File: src/rtl/mult_div_unit.sv
// Iterative multiply/divide unit with HI/LO result registers.
// Radix-2 shift-add multiply and restoring divide, one bit per cycle.
module mult_div_unit #(
    parameter int WIDTH = 32
) (
    input  logic             clk,
    input  logic             rst,
    input  logic             start,
    input  logic [1:0]       op,
    input  logic [WIDTH-1:0] operand0,
    input  logic [WIDTH-1:0] operand1,
    input  logic             hi_wren,
    input  logic             lo_wren,
    input  logic [WIDTH-1:0] wdata,
    output logic             busy,
    output logic             done,
    output logic             div_by_zero,
    output logic [WIDTH-1:0] hi,
    output logic [WIDTH-1:0] lo
);

    localparam int CW = $clog2(WIDTH) + 1;
    localparam logic [CW-1:0] LastIter = CW'(WIDTH - 1);

    typedef enum logic [1:0] {StIdle, StCalc, StFix} state_t;

    state_t             state_q, state_d;
    logic [CW-1:0]      cnt_q, cnt_d;
    logic [2*WIDTH-1:0] acc_q, acc_d;
    logic [WIDTH-1:0]   opb_q, opb_d;
    logic               is_div_q, is_div_d;
    logic               neg_res_q, neg_res_d;
    logic               neg_rem_q, neg_rem_d;
    logic               dbz_q, dbz_d;
    logic [WIDTH-1:0]   hi_q, hi_d;
    logic [WIDTH-1:0]   lo_q, lo_d;
    logic               done_q, done_d;
    logic               div_by_zero_q, div_by_zero_d;

    logic [WIDTH-1:0]   mag0, mag1;
    logic [WIDTH:0]     mul_sum;
    logic [2*WIDTH-1:0] mul_next;
    logic [WIDTH:0]     div_top, div_diff;
    logic               div_ge;
    logic [WIDTH-1:0]   div_rem;
    logic [2*WIDTH-1:0] div_next;
    logic [WIDTH-1:0]   quot, rem;
    logic [2*WIDTH-1:0] prod_neg;

    // Signed ops work on magnitudes; signs are reapplied in FIX
    assign mag0 = (op[0] && operand0[WIDTH-1]) ? -operand0 : operand0;
    assign mag1 = (op[0] && operand1[WIDTH-1]) ? -operand1 : operand1;

    // Multiply step: acc = {partial product, remaining multiplier bits}
    assign mul_sum  = {1'b0, acc_q[2*WIDTH-1:WIDTH]} + {1'b0, opb_q};
    assign mul_next = acc_q[0] ? {mul_sum, acc_q[WIDTH-1:1]}
                               : {1'b0, acc_q[2*WIDTH-1:1]};

    // Divide step: acc = {remainder, remaining dividend bits / quotient bits}
    assign div_top  = acc_q[2*WIDTH-1:WIDTH-1];
    assign div_diff = div_top - {1'b0, opb_q};
    assign div_ge   = (div_top >= {1'b0, opb_q});
    assign div_rem  = div_ge ? div_diff[WIDTH-1:0] : div_top[WIDTH-1:0];
    assign div_next = {div_rem, acc_q[WIDTH-2:0], div_ge};

    assign quot     = acc_q[WIDTH-1:0];
    assign rem      = acc_q[2*WIDTH-1:WIDTH];
    assign prod_neg = -acc_q;

    always_comb begin
        state_d       = state_q;
        cnt_d         = cnt_q;
        acc_d         = acc_q;
        opb_d         = opb_q;
        is_div_d      = is_div_q;
        neg_res_d     = neg_res_q;
        neg_rem_d     = neg_rem_q;
        dbz_d         = dbz_q;
        hi_d          = hi_q;
        lo_d          = lo_q;
        done_d        = 1'b0;
        div_by_zero_d = 1'b0;

        unique case (state_q)
            StIdle: begin
                if (hi_wren) hi_d = wdata;
                if (lo_wren) lo_d = wdata;
                if (start) begin
                    is_div_d  = op[1];
                    neg_res_d = op[0] & (operand0[WIDTH-1] ^ operand1[WIDTH-1]);
                    neg_rem_d = op[0] & operand0[WIDTH-1];
                    acc_d     = {{WIDTH{1'b0}}, mag0};
                    opb_d     = mag1;
                    cnt_d     = '0;
                    dbz_d     = op[1] && (operand1 == '0);
                    state_d   = (op[1] && (operand1 == '0)) ? StFix : StCalc;
                end
            end
            StCalc: begin
                acc_d = is_div_q ? div_next : mul_next;
                cnt_d = cnt_q + CW'(1);
                if (cnt_q == LastIter) state_d = StFix;
            end
            StFix: begin
                done_d  = 1'b1;
                state_d = StIdle;
                if (dbz_q) begin
                    div_by_zero_d = 1'b1;
                end else if (is_div_q) begin
                    lo_d = neg_res_q ? -quot : quot;
                    hi_d = neg_rem_q ? -rem : rem;
                end else begin
                    {hi_d, lo_d} = neg_res_q ? prod_neg : acc_q;
                end
            end
            default: state_d = StIdle;
        endcase
    end

    always_ff @(posedge clk or posedge rst) begin
        if (rst) begin
            state_q       <= StIdle;
            cnt_q         <= '0;
            acc_q         <= '0;
            opb_q         <= '0;
            is_div_q      <= 1'b0;
            neg_res_q     <= 1'b0;
            neg_rem_q     <= 1'b0;
            dbz_q         <= 1'b0;
            hi_q          <= '0;
            lo_q          <= '0;
            done_q        <= 1'b0;
            div_by_zero_q <= 1'b0;
        end else begin
            state_q       <= state_d;
            cnt_q         <= cnt_d;
            acc_q         <= acc_d;
            opb_q         <= opb_d;
            is_div_q      <= is_div_d;
            neg_res_q     <= neg_res_d;
            neg_rem_q     <= neg_rem_d;
            dbz_q         <= dbz_d;
            hi_q          <= hi_d;
            lo_q          <= lo_d;
            done_q        <= done_d;
            div_by_zero_q <= div_by_zero_d;
        end
    end

    assign busy        = (state_q != StIdle);
    assign done        = done_q;
    assign div_by_zero = div_by_zero_q;
    assign hi          = hi_q;
    assign lo          = lo_q;

endmodule

File: config.mk
export PLATFORM = sky130hd
export DESIGN_NAME = mult_div_unit
export DESIGN_NICKNAME = d
export VERILOG_FILES = /design/src/rtl/mult_div_unit.sv
export SDC_FILE = /design/constraint.sdc
export NUM_CORES = 1
export LEC_CHECK = 0
export CAP_MARGIN = 20
export CORE_MARGIN = 8
export CORE_UTILIZATION = 55
export CTS_BUF_LIST = sky130_fd_sc_hd__clkbuf_4
export DETAILED_ROUTE_END_ITERATION = 10
export PLACE_DENSITY = 0.79
export SYNTH_ARGS = -nofsm -noshare
export SYNTH_HDL_FRONTEND = slang
export SYNTH_SLANG_ARGS = --single-unit
File: constraint.sdc
create_clock -name clk -period 7.8 [get_ports clk]
set_clock_uncertainty 0.2 [all_clocks]
set_input_delay 0.78 -clock clk [delete_from_list [all_inputs] [get_ports clk]]
set_output_delay 0.78 -clock clk [all_outputs]
set_load 0.005 [all_outputs]
==> results of run 1 <==
-- worst min-delay path, stage by stage, from the launching register on --
cell and delay (ns):
dfrtp_1 0.37, nand2_1 0.05, o31ai_1 0.05
-- metal layers --
metal | track usage [%] | up-vias
met5 | 0 | -
met4 | 9.75 | 0
met3 | 3.64 | 87
met2 | 47.2 | 580
met1 | 38.9 | 6733
li1 | - | 6822
-- logic make-up (layout without fill, tap and decap cells) --
group	count (synthesis)	in the layout	share of synthesized area [%]
other	0	1	0
buffers and inverters	189	280	4.95
muxes	64	64	4.44
DFF	174	174	29.9
adders and majority gates	71	71	6.20
xor gates and xnor gates	162	162	9.73
AOI/OAI and AO/OA	608	608	26.3
and+or+nand+nor	575	575	18.5
-- registers in the layout, summed over array words and instances, names as in the netlist, 2 cells and up --
name	flops
acc_q	64
cnt_q	6
hi	32
state_q	2
opb_q	32
lo	32
-- through the flow --
stage,total power [µW],cell area (µm²),std cells
final,8270,16700,2270
after global routing,8960,16700,2270
after CTS,8160,16700,2268
after detailed placement,7570,16300,2236
after global placement,7460,16300,2236
after floorplan,5880,14600,1843
-- area by class of cell --
| cell class | count | area (µm²) | share of cell area, % |
|---|---|---|---|
| sequential | 174 | 4360 | 26.1 |
| timing repair buffer | 187 | 1830 | 11.0 |
| clock inverter | 15 | 195 | 1.17 |
| tap | 335 | 419 | 2.51 |
| antenna | 1 | 2.50 | 0.0150 |
| multi-input combinational | 1480 | 9520 | 57.1 |
| inverter | 61 | 234 | 1.40 |
| clock buffer | 17 | 128 | 0.765 |
-- cells in the mapped netlist (6+ instances only) --
cell type	number	area share [%]
and3_1	7	0.30
o21ai_0	205	7.0
o21bai_1	10	0.51
nor4_1	23	0.99
nand2b_1	23	0.99
a21o_1	35	1.8
clkbuf_1	107	2.8
xor2_1	86	5.2
nor2b_1	9	0.39
o211ai_1	39	2.0
a221o_1	6	0.41
o31ai_1	39	2.0
mux2i_1	59	4.1
nand3_1	43	1.5
o21a_1	18	0.93
dfrtp_1	174	30
nor3_1	30	1.0
or3_1	27	1.2
a21boi_0	9	0.46
inv_1	59	1.5
o22ai_1	6	0.26
a21oi_1	130	4.5
buf_1	16	0.41
xnor2_1	76	4.6
and2_1	16	0.69
o41ai_1	16	0.96
nand4_1	12	0.51
a31oi_1	27	1.2
ha_1	69	5.9
a211oi_1	24	1.2
nor2_1	143	3.7
nand2_1	204	5.3
or4_1	11	0.57
-- worst paths after layout --
| path | from | end | slack [ns] | cells after the start |
|---|---|---|---|---|
| setup / recovery | acc_q[38] | acc_q[60] | 3.87 | 10 |
| max in group asynchronous | rst | acc_q[39] | 5.69 | 3 |
| hold reg to reg | lo[14] | lo[14] | 0.30 | 2 |
| min in group asynchronous | rst | acc_q[15] | 0.49 | 2 |
| hold / removal | lo[14] | lo[14] | 0.30 | 2 |
| setup reg to reg | acc_q[38] | acc_q[60] | 3.87 | 10 |
-- where the power goes --
group | total (µW) | switching [µW] | internal [µW]
clock | 585 | 404 | 181
combinational | 5670 | 3240 | 2430
sequential | 2020 | 677 | 1350
total | 8270 | 4320 | 3950
==> results.json, run 1 <==
{
  "drcViolationCount": 0,
  "drt-pass1-iter-count": 6,
  "clockRootBuffer": "clkbuf_4",
  "final_common_cell": "o21ai_0",
  "ys_warn_count": 0,
  "die-area_um2": 32000,
  "rsz0062_at_grt": "no",
  "power.leakage_uw": 0.00691,
  "route.met3.wl_um": 3220,
  "routed_via_density": 6.27,
  "nets": 2095,
  "ant_nets": 0,
  "layout_common_cells": "o21ai_0 (205), nand2_1 (203), dfrtp_1 (173)",
  "fmax_ghz": 0.254,
  "synth_nets": 2017,
  "clock_latency_ns": 0.61,
  "drive_above_1_share_pct": 4.19,
  "cts_tree": "done",
  "slew_violations": 0,
  "crit_required_ns": 8.09,
  "syn_area_per_cell_um2": 7.91,
  "num_io_pins": 170,
  "synth_area_um2": 14600,
  "peakVddDrop_mv": 0.258,
  "finalSetupTns_ns": 0,
  "cts_resized": 0,
  "path_delay_family": "compound AO/OA/AOI/OAI gates",
  "slowest_delay_ns": 0.76,
  "cts_sinks": 174,
  "critical-path-slowest-cell": "o41ai_1",
  "clk_path_buf_depth": 2,
  "setup_viol": 0,
  "crit_buf_inv": 0,
  "antenna_found_initial": 1,
  "status": "finished clean",
  "synth-seq-area-share_pct": 29.9,
  "clk_pin_slew_ns": 0.18,
  "crit_fanout": 8,
  "post-route-util_pct": 64.0,
  "wl_met2_um": 21300,
  "grtUsageTotal_pct": 28.9,
  "grt_pass1_wl_um": 73800,
  "cp.arrival_ns": 4.22,
  "synth.distinct_cells": 71,
  "yosys_most_used_dff": "dfrtp_1",
  "areaGrowthSynthToFinish_pct": 14.4,
  "row_count": 59,
  "startpoint_type": "flip-flop",
  "grt_max_degree": 91,
  "numCtsBuffers": 17,
  "routed.top_layer": "met4",
  "synth_edf_count": 0,
  "ctsHoldBuffers": 0,
  "crit_top_cell": "a31oi_1",
  "fin_ws_ns": 3.87,
  "hold_ws_ns": 0.301,
  "post_cts_buffers": 0,
  "vias": 14200,
  "grt-ovfl-total": 0,
  "portBuffers": 169,
  "path_cells": "ha_1, a21oi_1, nor2_1, o41ai_1, a31oi_1, nor3_1, o31ai_1, mux2i_1, a31oi_1, o211ai_1",
  "dieHeight_um": 179,
  "fin_crit_sh_pct": 50.4,
  "hold_class": "reg -> reg",
  "worst_setup_path_end_kind": "flip-flop",
  "initial_core_util_pct": 55.9,
  "drv_cap": 0,
  "tightest_slew_ns": 1.12,
  "critPathKind": "reg -> reg",
  "first_global_vias": 13600,
  "fillers": 2276,
  "syn_inst": 1843,
  "routabilityCongestion": 1.00,
  "async_flop_share_pct": 100,
  "die_w_um": 179,
  "slew_headroom_pct": 24.8,
  "ys_seq_elements": 174,
  "dp_slack_ns": 3.65,
  "cts.htree.levels": 4,
  "hold_violations": 0,
  "min_period_ns": 3.93,
  "routed_wl_um": 46300,
  "first_iter_violations": 1240,
  "wire_per_inst_um": 20.4,
  "cellPowerDensity_nw_per_um2": 496,
  "core-area_um2": 26100,
  "drt-met1-wl_um": 20300,
  "dp_hpwl_um": 35300
}
(Power assumes the default switching activity.)
==> run 2, diff against run 1 <==
CORE_UTILIZATION = 53   (was 55)
clock period = 3.6 ns   (was 7.8 ns; I/O delays follow)
==> results.json, run 2 (synthesis results as in run 1) <==
{
  "post-route-util_pct": 65.2,
  "row_count": 60,
  "endpoint": "hi[15]",
  "first_iter_violations": 1231,
  "dieHeight_um": 182,
  "clock_latency_ns": 0.62,
  "portBuffers": 169,
  "hold_ws_ns": 0.106,
  "final_cells": 2382,
  "drcViolationCount": 0,
  "path_cells": "or4_4, or4_4, or4_4, o41ai_4, nand2_2, o31ai_2, xnor2_1, nor2_1, o31ai_1",
  "cts_tree": "done",
  "initial_core_util_pct": 54.1,
  "wire_per_inst_um": 19.9,
  "fin_area_um2": 17600,
  "routabilityCongestion": 0.993,
  "power.leakage_uw": 0.00744,
  "routed_via_density": 6.23,
  "grt_pass1_wl_um": 75400,
  "final-seq-area_um2": 4360,
  "crit_fanout": 5,
  "num_io_pins": 170,
  "layout_common_cells": "o21ai_0 (205), nand2_1 (203), dfrtp_1 (173)",
  "r2r_start": "acc_q[23]",
  "clk_path_buf_depth": 2,
  "crit_top_cell": "or4_4",
  "path_delay_family": "simple AND/OR/NAND/NOR gates",
  "grtUsageTotal_pct": 27.9,
  "worstReg2RegEnd": "hi[15]",
  "wl_met2_um": 21700,
  "clk_pin_slew_ns": 0.21,
  "fillers": 2282,
  "largest_reg_flops": 64,
  "startpoint_type": "flip-flop",
  "fin_ws_ns": 0.0698,
  "r2r_cells": 9,
  "numCtsBuffers": 17,
  "drv_cap": 0,
  "nets": 2201,
  "grt_max_degree": 64,
  "critPathKind": "reg -> reg",
  "core-area_um2": 27000,
  "multi_input_area_um2": 9550,
  "cts.htree.levels": 4,
  "peakVddDrop_mv": 0.471,
  "worst_setup_path_end_kind": "flip-flop",
  "startpoint": "acc_q[23]",
  "tightest_slew_ns": 0.778,
  "hold_class": "in -> reg",
  "antenna_found_initial": 1,
  "rsz0062_at_grt": "yes",
  "min_period_ns": 3.53,
  "die_w_um": 182,
  "slew_violations": 0,
  "crit_required_ns": 3.91,
  "crit_buf_inv": 0,
  "final_common_cell": "o21ai_0",
  "vias": 14800,
  "areaGrowthSynthToFinish_pct": 20.5,
  "dp_hpwl_um": 37100,
  "cp_num_cells": 9,
  "route.met3.wl_um": 3730,
  "first_global_vias": 14200,
  "clockRootBuffer": "clkbuf_4",
  "cp.arrival_ns": 3.84,
  "cellPowerDensity_nw_per_um2": 1080,
  "dp_slack_ns": -0.0654,
  "die-area_um2": 33100,
  "hold_violations": 0,
  "slew_headroom_pct": 48.0,
  "worst-r2r-setup-slack_ns": 0.07,
  "drt-met1-wl_um": 20300,
  "cts_sinks": 174,
  "fmax_ghz": 0.283,
  "routed_wl_um": 47400,
  "dpl_cell_area_um2": 17200,
  "routed.top_layer": "met4",
  "slowest_delay_ns": 0.55,
  "fin_crit_sh_pct": 98.1,
  "top_register": "acc_q",
  "dp.cells": 2346,
  "critical-path-slowest-cell": "or4_4",
  "setup_viol": 0,
  "drt-pass1-iter-count": 10,
  "grt-ovfl-total": 0,
  "status": "finished clean",
  "drive_above_1_share_pct": 9.41,
  "ant_nets": 0
}
## run 2: changes by cell type in the layout (fill, tap and decap cells not counted), moves of 3 or more
cell,previous run,this run
buf_12,0,4
buf_4,18,117
inv_6,5,2
inv_8,2,7
## run 2: per-stage QoR
stage | total power (µW) | TNS, ns
6_report | 18900 | 0
5_1_grt | 20400 | -0.179
4_1_cts | 18600 | 0
3_5_place_dp | 17300 | -0.0654
3_3_place_gp | 16800 | -0.00743
2_1_floorplan | 12700 | 0
## run 2: area by class of cell
| type | count | area share, % |
|---|---|---|
| Tap cell | 341 | 2.43 |
| Timing Repair Buffer | 293 | 15.3 |
| Multi-Input combinational cell | 1480 | 54.4 |
| Clock inverter | 15 | 1.09 |
| Antenna cell | 1 | 0.0142 |
| Inverter | 61 | 1.32 |
| Clock buffer | 17 | 0.726 |
| Sequential cell | 174 | 24.8 |
## run 2: worst min-delay path by stage
stage	cells past startpoint	slack, ns	startpoint	endpoint
after CTS	3	0.1	op[1]	is_div_q
after global routing	3	0.11	wdata[25]	hi[25]
after floorplan	2	0.25	dbz_q	dbz_q
after global placement	2	0.26	lo[12]	lo[12]
after detailed placement	2	0.27	lo[31]	lo[31]
final	3	0.11	op[1]	is_div_q
## run 2: power by group
part / internal, µW / switching (µW)
sequential: 2920 / 1000
combinational: 6020 / 7680
clock: 398 / 898
total: 9340 / 9580
## run 2: what timing repair did
action | CTS | global route
gates resized for setup | 0 | 7
setup endpoints to repair | 0 | 20
hold buffers | 1 | 0
setup buffers | 0 | 2
hold endpoints to repair | 10 | 0
## run 2: per-layer routing
layer,vias to the layer above,track usage (%)
li1,7037,-
met1,7060,36.5
met2,653,45.5
met3,97,4.67
met4,0,10.7
met5,-,0
## run 2: worst min-delay path, delay by kind of cell
| kind | cells | cell delay [ns] |
|---|---|---|
| buf+inv | 1 | 0.42 |
| simple gates | 2 | 0.11 |
==> run 3, diff against run 2 <==
clock period = 2.97 ns   (was 3.6 ns; I/O delays follow)
==> results.json, run 3 (synthesis results as in run 1) <==
{
  "status": "complete, but fails checks",
  "failed_checks": "DRC, setup timing",
  "drv_cap": 0,
  "power.leakage_uw": 0.00918,
  "routabilityCongestion": 0.947,
  "cp_num_cells": 13,
  "portBuffers": 169,
  "clk_path_buf_depth": 2,
  "first_iter_violations": 1646,
  "tightest_slew_ns": 0.664,
  "nets": 2485,
  "grt_pass1_wl_um": 86100,
  "crit_fanout": 6,
  "numCtsBuffers": 17,
  "p_sw_share_pct": 48.9,
  "first_global_vias": 16100,
  "slowest_delay_ns": 0.49,
  "clock_latency_ns": 0.63,
  "dp_hpwl_um": 40700,
  "combPwrFrac_pct": 80.2,
  "critical-path-slowest-cell": "dfrtp_1",
  "dp_slack_ns": -0.521,
  "fmax_ghz": 0.302,
  "largest_reg_flops": 64,
  "crit_required_ns": 3.34,
  "min_period_ns": 3.31,
  "ant_nets": 0,
  "final_common_cell": "buf_4",
  "die_w_um": 182,
  "initial_core_util_pct": 54.1,
  "crit_buf_inv": 3,
  "setup_viol": 66,
  "hold_ws_ns": 0.0189,
  "num_io_pins": 170,
  "hold_class": "in -> reg",
  "clk_pin_slew_ns": 0.22,
  "fin_crit_sh_pct": 111,
  "final-seq-area_um2": 4370,
  "areaGrowthSynthToFinish_pct": 47.3,
  "hold_violations": 0,
  "cts_sinks": 174,
  "hold_path_depth": 3,
  "clockRootBuffer": "clkbuf_4",
  "path_cells": "inv_1, ha_1, nand2_1, nor2_2, o211ai_1, buf_4, a21oi_4, nor3_4, o311a_4, buf_6, a31o_2, a211oi_2, o32a_1",
  "rsz0062_at_grt": "yes",
  "slew_violations": 0,
  "row_count": 60,
  "cts.htree.levels": 4,
  "cts_tree": "done",
  "fin_ws_ns": -0.341,
  "top_register": "acc_q",
  "p_int_uw": 15700,
  "drt-pass1-iter-count": 11,
  "r2r_cells": 13,
  "fillers": 1696,
  "power_frac_clock_pct": 5.1,
  "cellPowerDensity_nw_per_um2": 1430,
  "routed_wl_um": 58100,
  "routed_via_density": 6.31,
  "seqPwrFrac_pct": 14.7,
  "critPathKind": "reg -> reg",
  "drcViolationCount": 1,
  "layout_common_cells": "buf_4 (363), nand2_1 (188), clkdlybuf4s50_1 (169)",
  "slew_headroom_pct": 55.6,
  "core-area_um2": 27000,
  "die-area_um2": 33100,
  "grtUsageTotal_pct": 32.2,
  "dieHeight_um": 182,
  "grt_max_degree": 97,
  "drive_above_1_share_pct": 29.9,
  "worst_setup_path_end_kind": "flip-flop",
  "grt-ovfl-total": 0,
  "cp.arrival_ns": 3.68,
  "power.switching_uw": 15000,
  "peakVddDrop_mv": 0.716,
  "antenna_found_initial": 1,
  "wire_per_inst_um": 21.8,
  "vias": 16800,
  "startpoint_type": "flip-flop",
  "path_delay_family": "compound AO/OA/AOI/OAI gates",
  "multi_input_area_um2": 11100
}
run 3: final cells by class:
cell class | count | area share (%)
flip-flops and latches | 174 | 20.3
clock inverters | 14 | 0.804
multi-input cells | 1481 | 51.6
well taps | 341 | 1.99
diodes | 1 | 0.0117
inverters | 61 | 1.09
repair buffers | 576 | 23.5
clock buffers | 18 | 0.629
run 3: path summary, 6_finish.rpt:
check | startpoint | to | slack, ns
worst max-delay path | opb_q[5] | acc_q[62] | -0.34
worst min-delay path | wdata[23] | hi[23] | 0.02
worst max register to register | opb_q[5] | acc_q[62] | -0.34
worst min register to register | hi[10] | hi[10] | 0.30
max in group asynchronous | rst | acc_q[40] | 1.47
min in group asynchronous | rst | lo[24] | 0.46
run 3: metrics by stage:
stage,area (µm²),std cells,setup TNS [ns],total power [µW],util [%]
2_1_floorplan,14700,1843,-3.63,15600,-
3_3_place_gp,18900,2561,-17.15,23100,70.2
3_5_place_dp,18900,2561,-23.53,23500,70.2
4_1_cts,20400,2626,-6.65,27500,75.7
5_1_grt,21500,2666,-17.76,32400,79.7
6_report,21500,2666,-14.76,30700,79.7
run 3: what timing repair did:
item                       CTS  global route
resized for setup          189           169
hold buffers                 1             0
cloned                       3             0
setup endpoints to repair   77            76
hold endpoints to repair    78             0
pin swaps                  112           113
setup buffers               30            44
run 3: worst register-to-register path: stages (launching register included):
cell	delay, ns
dfrtp_1	0.49
inv_1	0.11
ha_1	0.40
nand2_1	0.13
nor2_2	0.17
o211ai_1	0.11
buf_4	0.17
a21oi_4	0.21
nor3_4	0.06
o311a_4	0.40
buf_6	0.16
a31o_2	0.24
a211oi_2	0.23
o32a_1	0.17
run 3: power groups by stage:
stage | clock network (µW) | logic (µW) | registers (µW)
after floorplan | 0 | 11200 | 4450
after global placement | 0 | 18700 | 4410
after detailed placement | 0 | 19000 | 4470
after CTS | 1530 | 21500 | 4460
after global routing | 1640 | 26100 | 4620
final | 1560 | 24600 | 4520
run 3: layer usage:
metal	wire, µm	global-route usage (%)	vias up
met2	27600	55.0	1012
met1	22200	39.6	7971
met5	0	0	-
li1	-	-	7600
met4	3180	14.0	0
met3	5140	5.11	252
